`config.mk`:
```
export PLATFORM = sky130hd
export DESIGN_NAME = imem_fetch_ctrl_flat
export DESIGN_NICKNAME = d
export VERILOG_FILES = /design/src/rtl/imem_fetch_ctrl_if.sv /design/src/rtl/imem_fetch_ctrl.sv /design/src/flat_wrapper.sv
export SDC_FILE = /design/constraint.sdc
export NUM_CORES = 1
export LEC_CHECK = 0
export CORE_MARGIN = 3
export CORE_UTILIZATION = 46
export DETAILED_ROUTE_END_ITERATION = 12
export PLACE_DENSITY = 0.76
export SLEW_MARGIN = 10
export SYNTH_ARGS = -nofsm -noshare
export SYNTH_HDL_FRONTEND = slang
export SYNTH_SLANG_ARGS = --single-unit
```
`constraint.sdc`:
```
create_clock -name clk -period 2.2 [get_ports clk]
set_input_delay 0.22 -clock clk [delete_from_list [all_inputs] [get_ports clk]]
set_output_delay 0.22 -clock clk [all_outputs]
set_load 0.1 [all_outputs]
```
`src/rtl/imem_fetch_ctrl_if.sv`:
```
// Fetch-controller bus: instruction-memory port, redirect request and the
// decode-side valid/ready output stream.
interface imem_fetch_ctrl_if #(
    parameter int ADDR_WIDTH = 8,
    parameter int DATA_WIDTH = 16
);
    logic                  fetch_en;
    logic [ADDR_WIDTH-1:0] imem_addr;
    logic [DATA_WIDTH-1:0] imem_instr;
    logic                  redirect_valid;
    logic [ADDR_WIDTH-1:0] redirect_pc;
    logic                  out_valid;
    logic [DATA_WIDTH-1:0] out_instr;
    logic [ADDR_WIDTH-1:0] out_pc;
    logic                  out_ready;
    logic                  halted;

    modport master (
        input  fetch_en, imem_instr, redirect_valid, redirect_pc, out_ready,
        output imem_addr, out_valid, out_instr, out_pc, halted
    );

    modport slave (
        output fetch_en, imem_instr, redirect_valid, redirect_pc, out_ready,
        input  imem_addr, out_valid, out_instr, out_pc, halted
    );
endinterface

```
`src/rtl/imem_fetch_ctrl.sv`:
```
// Instruction fetch controller: walks fetch_pc over an async-read imem and
// queues {pc, instr} pairs in a small prefetch FIFO drained by decode.
module imem_fetch_ctrl #(
    parameter int                    ADDR_WIDTH  = 8,
    parameter int                    DATA_WIDTH  = 16,
    parameter int                    FIFO_DEPTH  = 4,
    parameter logic [ADDR_WIDTH-1:0] RESET_PC    = '0,
    parameter logic [3:0]            HALT_OPCODE = 4'h7
) (
    input logic                clk,
    input logic                rst,
    imem_fetch_ctrl_if.master  bus
);
    localparam int PW = (FIFO_DEPTH > 1) ? $clog2(FIFO_DEPTH) : 1;
    localparam int CW = PW + 1;
    localparam logic [CW-1:0] DEPTH_C = CW'(FIFO_DEPTH);

    typedef struct packed {
        logic [ADDR_WIDTH-1:0] pc;
        logic [DATA_WIDTH-1:0] instr;
    } entry_t;

    entry_t                fifo_mem [FIFO_DEPTH];
    logic [PW-1:0]         rd_ptr;
    logic [PW-1:0]         wr_ptr;
    logic [CW-1:0]         count;
    logic [ADDR_WIDTH-1:0] fetch_pc;
    logic                  halted_q;
    logic                  head_vld;
    logic                  pop;
    logic                  fetch;
    logic                  is_halt;

    assign head_vld = (count != '0);
    assign pop      = head_vld & bus.out_ready;
    // A pop frees a slot in the same cycle, so a full FIFO can still accept.
    assign fetch    = bus.fetch_en & ~halted_q & ~bus.redirect_valid &
                      ((count < DEPTH_C) | pop);
    assign is_halt  = (bus.imem_instr[DATA_WIDTH-1 -: 4] == HALT_OPCODE);

    assign bus.imem_addr = fetch_pc;
    assign bus.out_valid = head_vld;
    assign bus.out_pc    = head_vld ? fifo_mem[rd_ptr].pc    : '0;
    assign bus.out_instr = head_vld ? fifo_mem[rd_ptr].instr : '0;
    assign bus.halted    = halted_q;

    always_ff @(posedge clk) begin
        if (rst) begin
            fetch_pc <= RESET_PC;
            halted_q <= 1'b0;
            rd_ptr   <= '0;
            wr_ptr   <= '0;
            count    <= '0;
        end else if (bus.redirect_valid) begin
            fetch_pc <= bus.redirect_pc;
            halted_q <= 1'b0;
            rd_ptr   <= '0;
            wr_ptr   <= '0;
            count    <= '0;
        end else begin
            if (fetch) begin
                wr_ptr   <= wr_ptr + PW'(1);
                fetch_pc <= fetch_pc + ADDR_WIDTH'(1);
                if (is_halt) halted_q <= 1'b1;
            end
            if (pop) rd_ptr <= rd_ptr + PW'(1);
            count <= count + CW'(fetch) - CW'(pop);
        end
    end

    // Payload storage needs no reset; pointers and count gate its visibility.
    always_ff @(posedge clk) begin
        if (fetch) fifo_mem[wr_ptr] <= '{pc: fetch_pc, instr: bus.imem_instr};
    end
endmodule

```
`src/flat_wrapper.sv`:
```
// flat-port wrapper written by rule: the top's interface ports become plain ports
module imem_fetch_ctrl_flat 
#(
    parameter int                    ADDR_WIDTH  = 8,
    parameter int                    DATA_WIDTH  = 16,
    parameter int                    FIFO_DEPTH  = 4,
    parameter logic [ADDR_WIDTH-1:0] RESET_PC    = '0,
    parameter logic [3:0]            HALT_OPCODE = 4'h7
)
  (clk, rst, bus_fetch_en, bus_imem_instr, bus_redirect_valid, bus_redirect_pc, bus_out_ready, bus_imem_addr, bus_out_valid, bus_out_instr, bus_out_pc, bus_halted);
  imem_fetch_ctrl_if #(.ADDR_WIDTH(ADDR_WIDTH), .DATA_WIDTH(DATA_WIDTH)) bus_i ();
  input logic clk;
  input logic rst;
  input wire logic [$bits(bus_i.fetch_en)-1:0] bus_fetch_en;
  input wire logic [$bits(bus_i.imem_instr)-1:0] bus_imem_instr;
  input wire logic [$bits(bus_i.redirect_valid)-1:0] bus_redirect_valid;
  input wire logic [$bits(bus_i.redirect_pc)-1:0] bus_redirect_pc;
  input wire logic [$bits(bus_i.out_ready)-1:0] bus_out_ready;
  output wire logic [$bits(bus_i.imem_addr)-1:0] bus_imem_addr;
  output wire logic [$bits(bus_i.out_valid)-1:0] bus_out_valid;
  output wire logic [$bits(bus_i.out_instr)-1:0] bus_out_instr;
  output wire logic [$bits(bus_i.out_pc)-1:0] bus_out_pc;
  output wire logic [$bits(bus_i.halted)-1:0] bus_halted;
  assign bus_i.fetch_en = bus_fetch_en;
  assign bus_i.imem_instr = bus_imem_instr;
  assign bus_i.redirect_valid = bus_redirect_valid;
  assign bus_i.redirect_pc = bus_redirect_pc;
  assign bus_i.out_ready = bus_out_ready;
  assign bus_imem_addr = bus_i.imem_addr;
  assign bus_out_valid = bus_i.out_valid;
  assign bus_out_instr = bus_i.out_instr;
  assign bus_out_pc = bus_i.out_pc;
  assign bus_halted = bus_i.halted;
  imem_fetch_ctrl #(.ADDR_WIDTH(ADDR_WIDTH), .DATA_WIDTH(DATA_WIDTH), .FIFO_DEPTH(FIFO_DEPTH), .RESET_PC(RESET_PC), .HALT_OPCODE(HALT_OPCODE)) u_core (.clk(clk), .rst(rst), .bus(bus_i));
endmodule
```
==> Yosys cells after proc, flatten, opt, wreduce, memory -nomap -nowiden <==
Memory sizes are Yosys's and may differ from the RTL's. A register that Yosys moved wholly into a read port is not among the register bits.
Index checks and enable logic that the tools add are counted.
W data, S select, Z words.
{ "totals": {"n_memories": 1, "inputBits": 29, "ramBits": 96, "regBits": 16} }
{ "mem_list": {"columns": ["memory", "depth", "word_bits", "read_ports", "rd_ports_with_merged_regs", "wr", "line", "rtl"], "rows": [
  ["u_core.fifo_mem", 4, 24, 1, 1, 1, "imem_fetch_ctrl.sv:23", "entry_t fifo_mem [FIFO_DEPTH];"]
]} }
{ "op_classes": {"muxes": 8, "eq_ne": 1, "magnitude_cmp": 1, "reduce_logical": 4, "add_sub_neg": 5, "bitwise": 7} }
{ "op_table": {"columns": ["operator", "count"], "rows": [
  ["$mux W8", 3],
  ["$mux W16", 1],
  ["$add A8 B1 Y8 const B", 1],
  ["$add A2 B1 Y2 const B", 2],
  ["$and A1 B1 Y1", 4],
  ["$eq A4 B3 Y1 const B", 1],
  ["$mux W2", 2],
  ["$add A3 B1 Y3", 1],
  ["$lt A3 B3 Y1 const B", 1],
  ["$reduce_bool A3 Y1", 1],
  ["$sub A3 B1 Y3", 1],
  ["$mux W1", 2],
  ["$not A1 Y1", 2],
  ["$reduce_and A2 Y1", 1],
  ["$reduce_bool A2 Y1", 1],
  ["$reduce_or A2 Y1", 1],
  ["$or A1 B1 Y1", 1]
]} }

==> Logic depth before layout (Yosys ltp) <==
Gate-level depths: netlist (run 1).
{ "depth": {"word_depth": 6, "depth_mapped": 10, "ltp_nobuf": 9} }

==> Worst setup path before layout (run 1) <==
No wires, ideal clock.
{ "synth_timing": {"path_kind": "reg2out", "start": "reg u_core.count[1]", "end": "out bus_out_instr[13]", "setup_slack_ns": -0.443, "n_path_buf": 2, "arrival_time_ns": 2.423, "path_stages_with_launch": 5, "required_ns": 1.980, "cell_sequence": "dfxtp_1 -> or3_1 -> buf_2 -> clkbuf_1 -> and2_1"} }
{ "synth_between": {"elab_chain_len": 2} }
{ "synth_lines": {"columns": ["item", "line", "rtl"], "rows": [
  ["start, declared", "imem_fetch_ctrl.sv:26", "logic [CW-1:0] count;"],
  ["start signal, assigned", "imem_fetch_ctrl.sv:67", "count <= count + CW'(fetch) - CW'(pop);"],
  ["$reduce_bool A3 Y1", "imem_fetch_ctrl.sv:34", "assign head_vld = (count != '0);"],
  ["net bus_out_valid", "flat_wrapper.sv:20", "output wire logic [$bits(bus_i.out_valid)-1:0] bus_out_valid;"],
  ["$mux W16", "imem_fetch_ctrl.sv:44", "assign bus.out_instr = head_vld ? fifo_mem[rd_ptr].instr : '0;"],
  ["end, declared", "flat_wrapper.sv:21", "output wire logic [$bits(bus_i.out_instr)-1:0] bus_out_instr;"]
]} }
The timed path passes the listed nets, and every way through them passes these cells.

==> impl_metrics.csv, run 1 <==
group,metric,value,unit
power_and_ir_drop,clockPowerShare,41.0,%
cts,max-clock-path-buffers,2,
critical_path,path_class,"reg2out",
synthesis,ys_warn_count,0,
timing,min_period,2160,ps
synthesis,syn_area,4644,um^2
drt,drc,0,
critical_path,crit_chain,"buf_12 > mux4_2 > and2_4 > buf_12",
synthesis,synth_area_leader_cell,"edfxtp_1",
timing,rsz0062_at_grt,"yes",
timing,fmax,462.9,MHz
drt,drtAntennaViolNets,0,
drt,vias_per_cell,5.112,
critical_path,cp_max_fo,9,
synthesis,synth_area_leaders,"edfxtp_1, mux4_2, dfxtp_1",
placed_design,dp_cells,458,
critical_path,cp_slowest_stage_delay,520,ps
floorplan,dieArea,11340,um^2
floorplan,initial_core_util,47.52,%
flow_run,max-cap-violations,0,
cts,cts_tree,"built",
synthesis,ys_ff_latch,114,
min_path,holdPathStages,3,
layout,final_area,6426,um^2
critical_path,crit_path_end_kind,"primary output",
timing,setup_viol,0,
floorplan,coreArea,9774,um^2
synthesis,synth_edf_count,96,
timing,fin_crit_sh,98.19,%
cts,ctsRootBufferMaster,"clkbuf_8",
timing,fin_ws,39.89,ps
layout,antennaDiodeCount,0,
cts,cts_setup_buffers,0,
grt,grt_max_degree,27,
placed_design,dp_hpwl,5.586,mm
timing,clock_skew,4.361,ps
power_and_ir_drop,power_switching,1.732,mW
synthesis,yosysSeqAreaShare,69.83,%
placed_design,dp_slack,-4.733,ps
drt,wl,9.123,mm
placed_design,numPortBuffers,62,
synthesis,syn_area_per_cell,17.66,um^2
critical_path,r2r-end,"u_core.count[2]$_SDFF_PP0_",
run_status,status,"completed",
grt,grt_overflow_total,0,
floorplan,placement_rows,36,
critical_path,arrival,1940,ps
layout,areaGrowthSynthToFinish,38.36,%
floorplan,fp.dieW,106.5,um
power_and_ir_drop,p_comb_share,18.9,%
layout,fillers,664,
synthesis,ys_async_sr_fraction,0,%
grt,antenna_found_initial,0,
grt,first_global_vias,2725,
critical_path,crit_buf_inv,2,
critical_path,critical_path.top_delay_family,"multiplexers",
critical_path,r2r-start,"u_core.count[1]$_SDFF_PP0_",
synthesis,yosysMostFrequentCell,"edfxtp_1",
power_and_ir_drop,p_sw_share,28.54,%
power_and_ir_drop,p_leak,2.182,nW
critical_path,worst_path_max_delay_cell,"mux4_2",
placed_design,place_area,5781,um^2
timing,whs,299.5,ps
synthesis,syn_nets,300,
layout,drive_above_1_share,39.94,%
synthesis,synthTopCellsByCount,"edfxtp_1, and2_1, mux4_2, dfxtp_1, nor2_1",
timing,hold_violations,0,
drt,avgRoutedWirePerCell,18.58,um
layout,instances_no_fill,491,
min_path,holdPathEnd,"u_core.bus.imem_addr[2]$_SDFFE_PP0P_",
cts,cts_buffers,17,
drt,drtPass1Iterations,4,
min_path,worstHoldStart,"bus_redirect_pc[2]",
critical_path,required,1980,ps
synthesis,synthCells,263,
synthesis,synth_flop_cell,"edfxtp_1",
grt,grt_pass1_wl,14.37,mm
floorplan,die_h,106.5,um
critical_path,start_kind,"flop",
critical_path,cp_common_cell,"buf_12",
power_and_ir_drop,peakVddDrop,429.6,uV
timing,max-slew-margin-rel,73.96,%
layout,nNetsFinal,382,
synthesis,yosysTopAreaCellShare,62.07,%
timing,slew_viol_final,0,
drt,dr_total_vias,2510,
floorplan,io_pins,63,
power_and_ir_drop,intPower,4.337,mW
placed_design,globalplace.congestion,0.7907,
min_path,hold_path.class,"in2reg",
synthesis,ys_types,35,
cts,cts.clk_slew.worst_paths,60,ps
power_and_ir_drop,seq_power_share,40.2,%
drt,first_iter_violations,137,
cts,cts_sinks,114,
timing,finalSetupTns,0,ps
timing,tightestPinTransition,390.2,ps
power_and_ir_drop,power.density,944.5,nW/um^2
critical_path,ff2ff_setup_slack,70,ps
layout,finish.utilization,65.75,%
critical_path,ff2ff_path_depth,9,
power_and_ir_drop,power,6.069,mW
cts,clock_latency,510,ps
cts,htree_levels,4,
grt,globalRouteTotalUtil,17.25,%
-- worst max path at each step --
stage,endpoint,cells past startpoint,startpoint
after floorplan,u_core.count[2]$_SDFF_PP0_,10,u_core.count[1]$_SDFF_PP0_
after global placement,u_core.count[2]$_SDFF_PP0_,9,u_core.count[1]$_SDFF_PP0_
after detailed placement,u_core.count[2]$_SDFF_PP0_,9,u_core.count[1]$_SDFF_PP0_
after CTS,bus_out_pc[6],4,flop
after global routing,bus_out_instr[14],4,flop
final,bus_out_pc[5],4,flop
-- what timing repair did --
action / 4_1_cts / 5_1_grt
hold buffers: 0 / 0
resized for setup: 12 / 13
setup endpoints to repair: 15 / 25
pin swaps: 1 / 2
gates cloned: 0 / 1
-- worst reg2reg max path: cells and delay by family (launching register included) --
kind / cells / cell delay (ps)
XOR/XNOR: 2 / 300
AND/OR/NAND/NOR: 3 / 600
flip-flops: 1 / 330
buffers and inverters: 1 / 30
adder cells (fa/ha/maj): 3 / 750
-- placed cells by master (no fill, tap or decap), drive strengths merged, types with 2 or more instances in the layout --
master / netlist / routed
buf: 9 / 48
clkbuf: 5 / 18
nor3b: 2 / 2
inv: 7 / 8
nor3: 4 / 4
and2: 31 / 31
mux2i: 2 / 2
nor2: 17 / 17
ha: 7 / 7
xnor2: 9 / 9
dfxtp: 18 / 18
clkinv: 0 / 8
clkinvlp: 0 / 5
a21oi: 4 / 4
mux4: 24 / 24
edfxtp: 96 / 96
a211oi: 5 / 5
nand3: 5 / 5
nand2: 5 / 5
clkdlybuf4s50: 0 / 28
-- cell type report --
type | count | area, um^2 | area share [%]
clock inverter | 15 | 138.9 | 2.161
tap | 133 | 166.4 | 2.590
clock buffer | 17 | 414.1 | 6.445
inverter | 7 | 26.28 | 0.4089
sequential | 114 | 3249 | 50.56
multi-input combinational | 128 | 1383 | 21.51
timing repair buffer | 77 | 1049 | 16.32
-- state kept, by name, indices dropped and copies added (netlist names), named ones only --
signal,count
u_core.fifo_mem,96
u_core.wr_ptr,2
u_core.rd_ptr,2
u_core.bus.imem_addr,8
u_core.count,3
u_core.bus.halted,1
-- per-layer routing --
| metal | vias up | wire length [um] | track usage (%) |
|---|---|---|---|
| met5 | - | 0 | 0 |
| met4 | 0 | 109 | 5.662 |
| met3 | 15 | 519 | 5.222 |
| met2 | 77 | 4687 | 29.23 |
| met1 | 1252 | 3807 | 21.27 |
| li1 | 1166 | - | - |
-- power groups by stage --
stage | Clock [mW] | Sequential (mW) | Combinational, mW
2_1_floorplan | 0 | 2.55 | 0.629
3_3_place_gp | 0 | 2.47 | 1.09
3_5_place_dp | 0 | 2.48 | 1.10
4_1_cts | 2.51 | 2.44 | 1.13
5_1_grt | 2.63 | 2.44 | 1.19
6_report | 2.49 | 2.44 | 1.15
-- cell families after synthesis --
group | count (synthesis) | synth area share, %
xor gates and xnor gates | 10 | 1.886
muxes | 26 | 12.07
DFF | 114 | 69.83
buffers and inverters | 21 | 2.452
adders and majority gates | 8 | 2.317
and+or+nand+nor | 71 | 9.456
AOI/OAI and AO/OA | 13 | 1.994
(Power assumes the default switching activity.)
==> inputs of run 2 (changes only) <==
Settings changed: REMOVE_ABC_BUFFERS set to 1.
==> run 2 against run 1 <==
  * Clock power rose by 12%
  * Sequential share of layout area is 0.78 points lower
  * Die area unchanged
  * Clock skew rose by 1.4 ps
  * Final area rose by 1.5%
  * Count of clock-buffer cells in the layout rose by 1
  * Combinational power hardly changed
  * Non-clock buffer count grew 4
  * Wire length rose by 2.7%
  * Cell count grew 0.61%
  * Register-to-register slack about the same
==> impl_metrics.csv, run 2 (synthesized netlist as in run 1, its figures left out) <==
group,metric,value,unit
timing,fin_ws,3.911,ps
power_and_ir_drop,clockPowerShare,43.7,%
floorplan,die_h,106.5,um
cts,cts_sinks,114,
critical_path,arrival,1980,ps
drt,drtPass1Iterations,4,
drt,drc,0,
critical_path,cp_slowest_stage_delay,520,ps
floorplan,placement_rows,36,
timing,fmax,455.4,MHz
power_and_ir_drop,power_switching,1.616,mW
critical_path,start_kind,"flop",
critical_path,worst_path_max_delay_cell,"mux4_2",
timing,min_period,2196,ps
layout,largest_register_ffs,96,
power_and_ir_drop,p_comb_share,18.1,%
grt,first_global_vias,2624,
flow_run,max-cap-violations,0,
placed_design,dp_hpwl,5.281,mm
grt,grt_max_degree,27,
layout,areaGrowthSynthToFinish,40.46,%
critical_path,critical_path.top_delay_family,"multiplexers",
power_and_ir_drop,power.density,979.6,nW/um^2
placed_design,dp_cells,460,
drt,avgRoutedWirePerCell,18.97,um
cts,htree_levels,4,
floorplan,dieArea,11340,um^2
power_and_ir_drop,power,6.391,mW
timing,fin_crit_sh,99.82,%
drt,wl,9.371,mm
timing,tightestPinTransition,417.7,ps
layout,instances_no_fill,494,
cts,cts.clk_slew.worst_paths,50,ps
grt,grt_pass1_wl,14.26,mm
floorplan,io_pins,63,
critical_path,path_class,"reg2out",
floorplan,fp.dieW,106.5,um
cts,cts_tree,"built",
grt,antenna_found_initial,0,
floorplan,coreArea,9774,um^2
drt,dr_total_vias,2593,
placed_design,globalplace.congestion,0.7699,
cts,max-clock-path-buffers,2,
placed_design,dp_slack,0.1263,ps
timing,max-slew-margin-rel,72.13,%
placed_design,numPortBuffers,62,
floorplan,initial_core_util,47.52,%
power_and_ir_drop,peakVddDrop,551.2,uV
drt,first_iter_violations,103,
critical_path,crit_path_end_kind,"primary output",
power_and_ir_drop,seq_power_share,38.2,%
power_and_ir_drop,p_sw_share,25.29,%
layout,drive_above_1_share,39.89,%
critical_path,required,1980,ps
cts,ctsRootBufferMaster,"clkbuf_8",
critical_path,crit_chain,"buf_16 > mux4_2 > and2_4 > buf_12",
layout,antennaDiodeCount,0,
power_and_ir_drop,intPower,4.774,mW
min_path,hold_path.class,"in2reg",
drt,vias_per_cell,5.249,
grt,globalRouteTotalUtil,17.32,%
layout,top_register,"u_core.fifo_mem",
timing,clock_skew,5.800,ps
grt,grt_overflow_total,0,
drt,drtAntennaViolNets,0,
layout,final_cell_mix,"edfxtp_1, buf_12, clkdlybuf4s50_1, and2_4, mux4_2",
critical_path,crit_buf_inv,2,
timing,hold_violations,0,
cts,clock_latency,500,ps
timing,rsz0062_at_grt,"yes",
cts,holdBufCountCts,0,
timing,slew_viol_final,0,
run_status,status,"completed",
timing,setup_viol,0,
power_and_ir_drop,p_leak,2.249,nW
cts,cts_buffers,17,
layout,final_common_cell,"edfxtp_1",
critical_path,cp_max_fo,12,
layout,nNetsFinal,386,
## run 2: changes by cell type in the layout (fill, tap and decap cells not counted), sizes merged
cell | before | now
inv | 8 | 7
clkinvlp | 5 | 2
buf | 48 | 53
clkinv | 8 | 6
bufinv | 1 | 5
## run 2: repair_timing
item / CTS / global route
setup endpoints to repair: 25 / 24
setup buffers: 0 / 1
resized for setup: 26 / 9
pin swaps: 1 / 6
cloned: 2 / 0
## run 2: final cells by class
| type | instances | area, um^2 |
|---|---|---|
| clock buffers | 18 | 417.9 |
| clock inverters | 13 | 191.4 |
| fillers | 625 | 3251 |
| inverters | 7 | 26.28 |
| multi-input cells | 128 | 1380 |
| flip-flops and latches | 114 | 3248 |
| well taps | 133 | 166.4 |
| repair buffers | 81 | 1094 |
## run 2: final timing paths
check / slack, ps / cells past startpoint / startpoint / to
setup reg to reg: 70 / 9 / u_core.count[2]$_SDFF_PP0_ / u_core.count[2]$_SDFF_PP0_
hold reg to reg: 510 / 2 / u_core.bus.halted$_SDFFE_PP0P_ / u_core.bus.halted$_SDFFE_PP0P_
hold / removal: 290 / 3 / bus_redirect_pc[0] / u_core.bus.imem_addr[0]$_SDFFE_PP0P_
setup / recovery: 4 / 4 / flop / bus_out_pc[0]
## run 2: power by group through the flow
stage	Combinational, mW	Clock [mW]	Sequential [mW]
after floorplan	0.581	0	2.55
after global placement	1.07	0	2.47
after detailed placement	1.08	0	2.48
after CTS	1.14	2.84	2.44
after global routing	1.20	2.93	2.44
final	1.16	2.79	2.44
## run 2: metrics by stage
step	instance area (um^2)	TNS (ps)	hold WS (ps)	util, %
floorplan	4557	-33840	284.6	-
global placement	5756	0	496.3	58.88
detailed placement	5756	0	500.5	58.88
CTS	6480	-89.75	280.0	66.30
global route	6524	-681.3	297.4	66.74
finish	6524	0	294.8	66.74
## run 2: tightest hold or removal path, cell delays in order
cell             delay (ps)
clkdlybuf4s50_1         390
nor2_1                   80
a211oi_1                 50
## run 2: routing by layer
metal	vias to the layer above	GRT usage (%)	wire [um]
met5	-	0	0
met4	0	7.032	167
met3	12	5.404	491
met1	1318	19.83	3622
li1	1172	-	-
met2	91	30.18	5090
==> inputs of run 3 (changes only) <==
Settings changed: CORE_MARGIN 3 to not set, MAX_ROUTING_LAYER set to met4.
==> run 3 against run 2 <==
  * Power decreased by 1.4%
  * Sequential power about the same
  * Clock skew about the same
  * Sequential share of layout area increased by 0.38 points
  * Clock power decreased by 3%
  * Worst setup slack improved by 26 ps
  * Critical path type unchanged
  * Largest cell class unchanged
  * Largest power group unchanged
==> impl_metrics.csv, run 3 (synthesized netlist as in run 1, its figures left out) <==
group,metric,value,unit
run_status,status,"completed",
critical_path,cp_slowest_stage_delay,520,ps
critical_path,r2r-start,"u_core.count[2]$_SDFF_PP0_",
critical_path,r2r-end,"u_core.count[2]$_SDFF_PP0_",
timing,setup_viol,0,
floorplan,dieArea,10500,um^2
critical_path,ff2ff_setup_slack,90,ps
layout,nNetsFinal,385,
critical_path,crit_buf_inv,2,
layout,antennaDiodeCount,0,
timing,rsz0062_at_grt,"yes",
floorplan,coreArea,9774,um^2
critical_path,required,1980,ps
drt,wl,9.134,mm
timing,slew_viol_final,0,
critical_path,crit_chain,"buf_12 > mux4_2 > and2_4 > buf_12",
grt,grt_pass1_wl,13.98,mm
floorplan,initial_core_util,47.52,%
layout,fillers,648,
critical_path,start_kind,"flop",
layout,final_area,6475,um^2
grt,antenna_found_initial,0,
grt,first_global_vias,2687,
placed_design,dp_hpwl,5.345,mm
layout,top_register,"u_core.fifo_mem",
placed_design,numPortBuffers,62,
critical_path,path_depth,4,
grt,grt_max_degree,27,
critical_path,cp_max_fo,12,
layout,drive_above_1_share,39.34,%
critical_path,arrival,1950,ps
critical_path,worst_path_max_delay_cell,"mux4_2",
placed_design,place_area,5756,um^2
drt,drtAntennaViolNets,0,
timing,hold_violations,0,
cts,cts.clk_slew.worst_paths,50,ps
power_and_ir_drop,power.density,973.6,nW/um^2
cts,cts_tree,"built",
cts,cts_sinks,114,
drt,drc,0,
power_and_ir_drop,p_leak,2.230,nW
min_path,hold_path.class,"in2reg",
grt,globalRouteTotalUtil,19.71,%
drt,dr_total_vias,2584,
flow_run,max-cap-violations,0,
cts,max-clock-path-buffers,2,
cts,htree_levels,4,
floorplan,die_h,102.5,um
cts,cts_buffers,17,
critical_path,ff2ff_path_depth,9,
cts,clock_latency,510,ps
critical_path,crit_path_end_kind,"primary output",
timing,tightestPinTransition,369.7,ps
timing,min_period,2170,ps
floorplan,io_pins,63,
layout,multi_input_area,1380,um^2
drt,avgRoutedWirePerCell,18.49,um
min_path,holdPathEnd,"u_core.bus.imem_addr[0]$_SDFFE_PP0P_",
layout,areaGrowthSynthToFinish,39.41,%
layout,final_common_cell,"edfxtp_1",
floorplan,fp.dieW,102.5,um
timing,max-slew-margin-rel,75.32,%
critical_path,critical_path.top_delay_family,"multiplexers",
layout,final_cell_mix,"edfxtp_1, buf_12, clkdlybuf4s50_1, and2_4, mux4_2",
drt,vias_per_cell,5.231,
timing,fin_crit_sh,98.64,%
timing,clock_skew,6.277,ps
placed_design,globalplace.congestion,0.7893,
layout,largest_register_ffs,96,
floorplan,placement_rows,36,
timing,fmax,460.8,MHz
layout,seqCellArea,3248,um^2
critical_path,cp_common_cell,"buf_12",
grt,grt_overflow_total,0,
power_and_ir_drop,peakVddDrop,426.7,uV
cts,ctsRootBufferMaster,"clkbuf_8",
timing,finalSetupTns,0,ps
drt,first_iter_violations,134,
critical_path,path_class,"reg2out",
min_path,worstHoldStart,"bus_redirect_pc[0]",
min_path,holdPathStages,3,
drt,drtPass1Iterations,4,
## run 3: cell type report
type	count	area share [%]
Clock buffer	19	6.512
Clock inverter	13	2.570
Multi-Input combinational cell	128	21.31
Timing Repair Buffer	80	16.46
Inverter	7	0.4058
Tap cell	133	2.570
Sequential cell	114	50.16
## run 3: metrics by stage
step,instances,power [mW],utilization (%),setup slack (ps),hold WS (ps)
4_1_cts,493,6.302,65.62,-8.449,272.9
3_3_place_gp,460,3.543,58.88,29.59,504.7
5_1_grt,494,6.478,66.24,-27.50,301.9
3_5_place_dp,460,3.560,58.88,-7.577,508.2
2_1_floorplan,249,3.134,-,-707.2,284.6
6_report,494,6.304,66.24,29.84,296.2
## run 3: worst max-delay path by stage
stage                                      end  slack, ps
finish                       bus_out_instr[12]         30
global route                 bus_out_instr[12]        -30
CTS                          bus_out_instr[12]         -8
detailed placement  u_core.count[2]$_SDFF_PP0_         -8
global placement    u_core.count[2]$_SDFF_PP0_         30
floorplan           u_core.count[2]$_SDFF_PP0_       -710
## run 3: where the power goes
part | switching, mW | internal (mW)
clock | 0.901 | 1.81
sequential | 0.0418 | 2.40
combinational | 0.703 | 0.448
## run 3: layer usage
layer	global-route usage (%)	routed length (um)	vias to the layer above
met4	8.901	169	0
li1	-	-	1174
met3	5.404	408	16
met5	-	0	-
met2	33.23	4857	81
met1	21.74	3698	1313
## run 3: worst reg2reg max path: stages (launching register included)
cell     delay, ps
dfxtp_1        310
or3_4          380
and2_4         160
ha_4           240
inv_1           30
ha_2           170
fa_2           390
xnor2_2        140
xnor2_1        130
nor2_1          50
## run 3: repair_timing
action | 4_1_cts | 5_1_grt
pin swaps | 2 | 5
gates cloned | 1 | 0
setup buffers | 0 | 1
setup endpoints to repair | 25 | 24
hold buffers | 0 | 0
gates resized for setup | 18 | 15
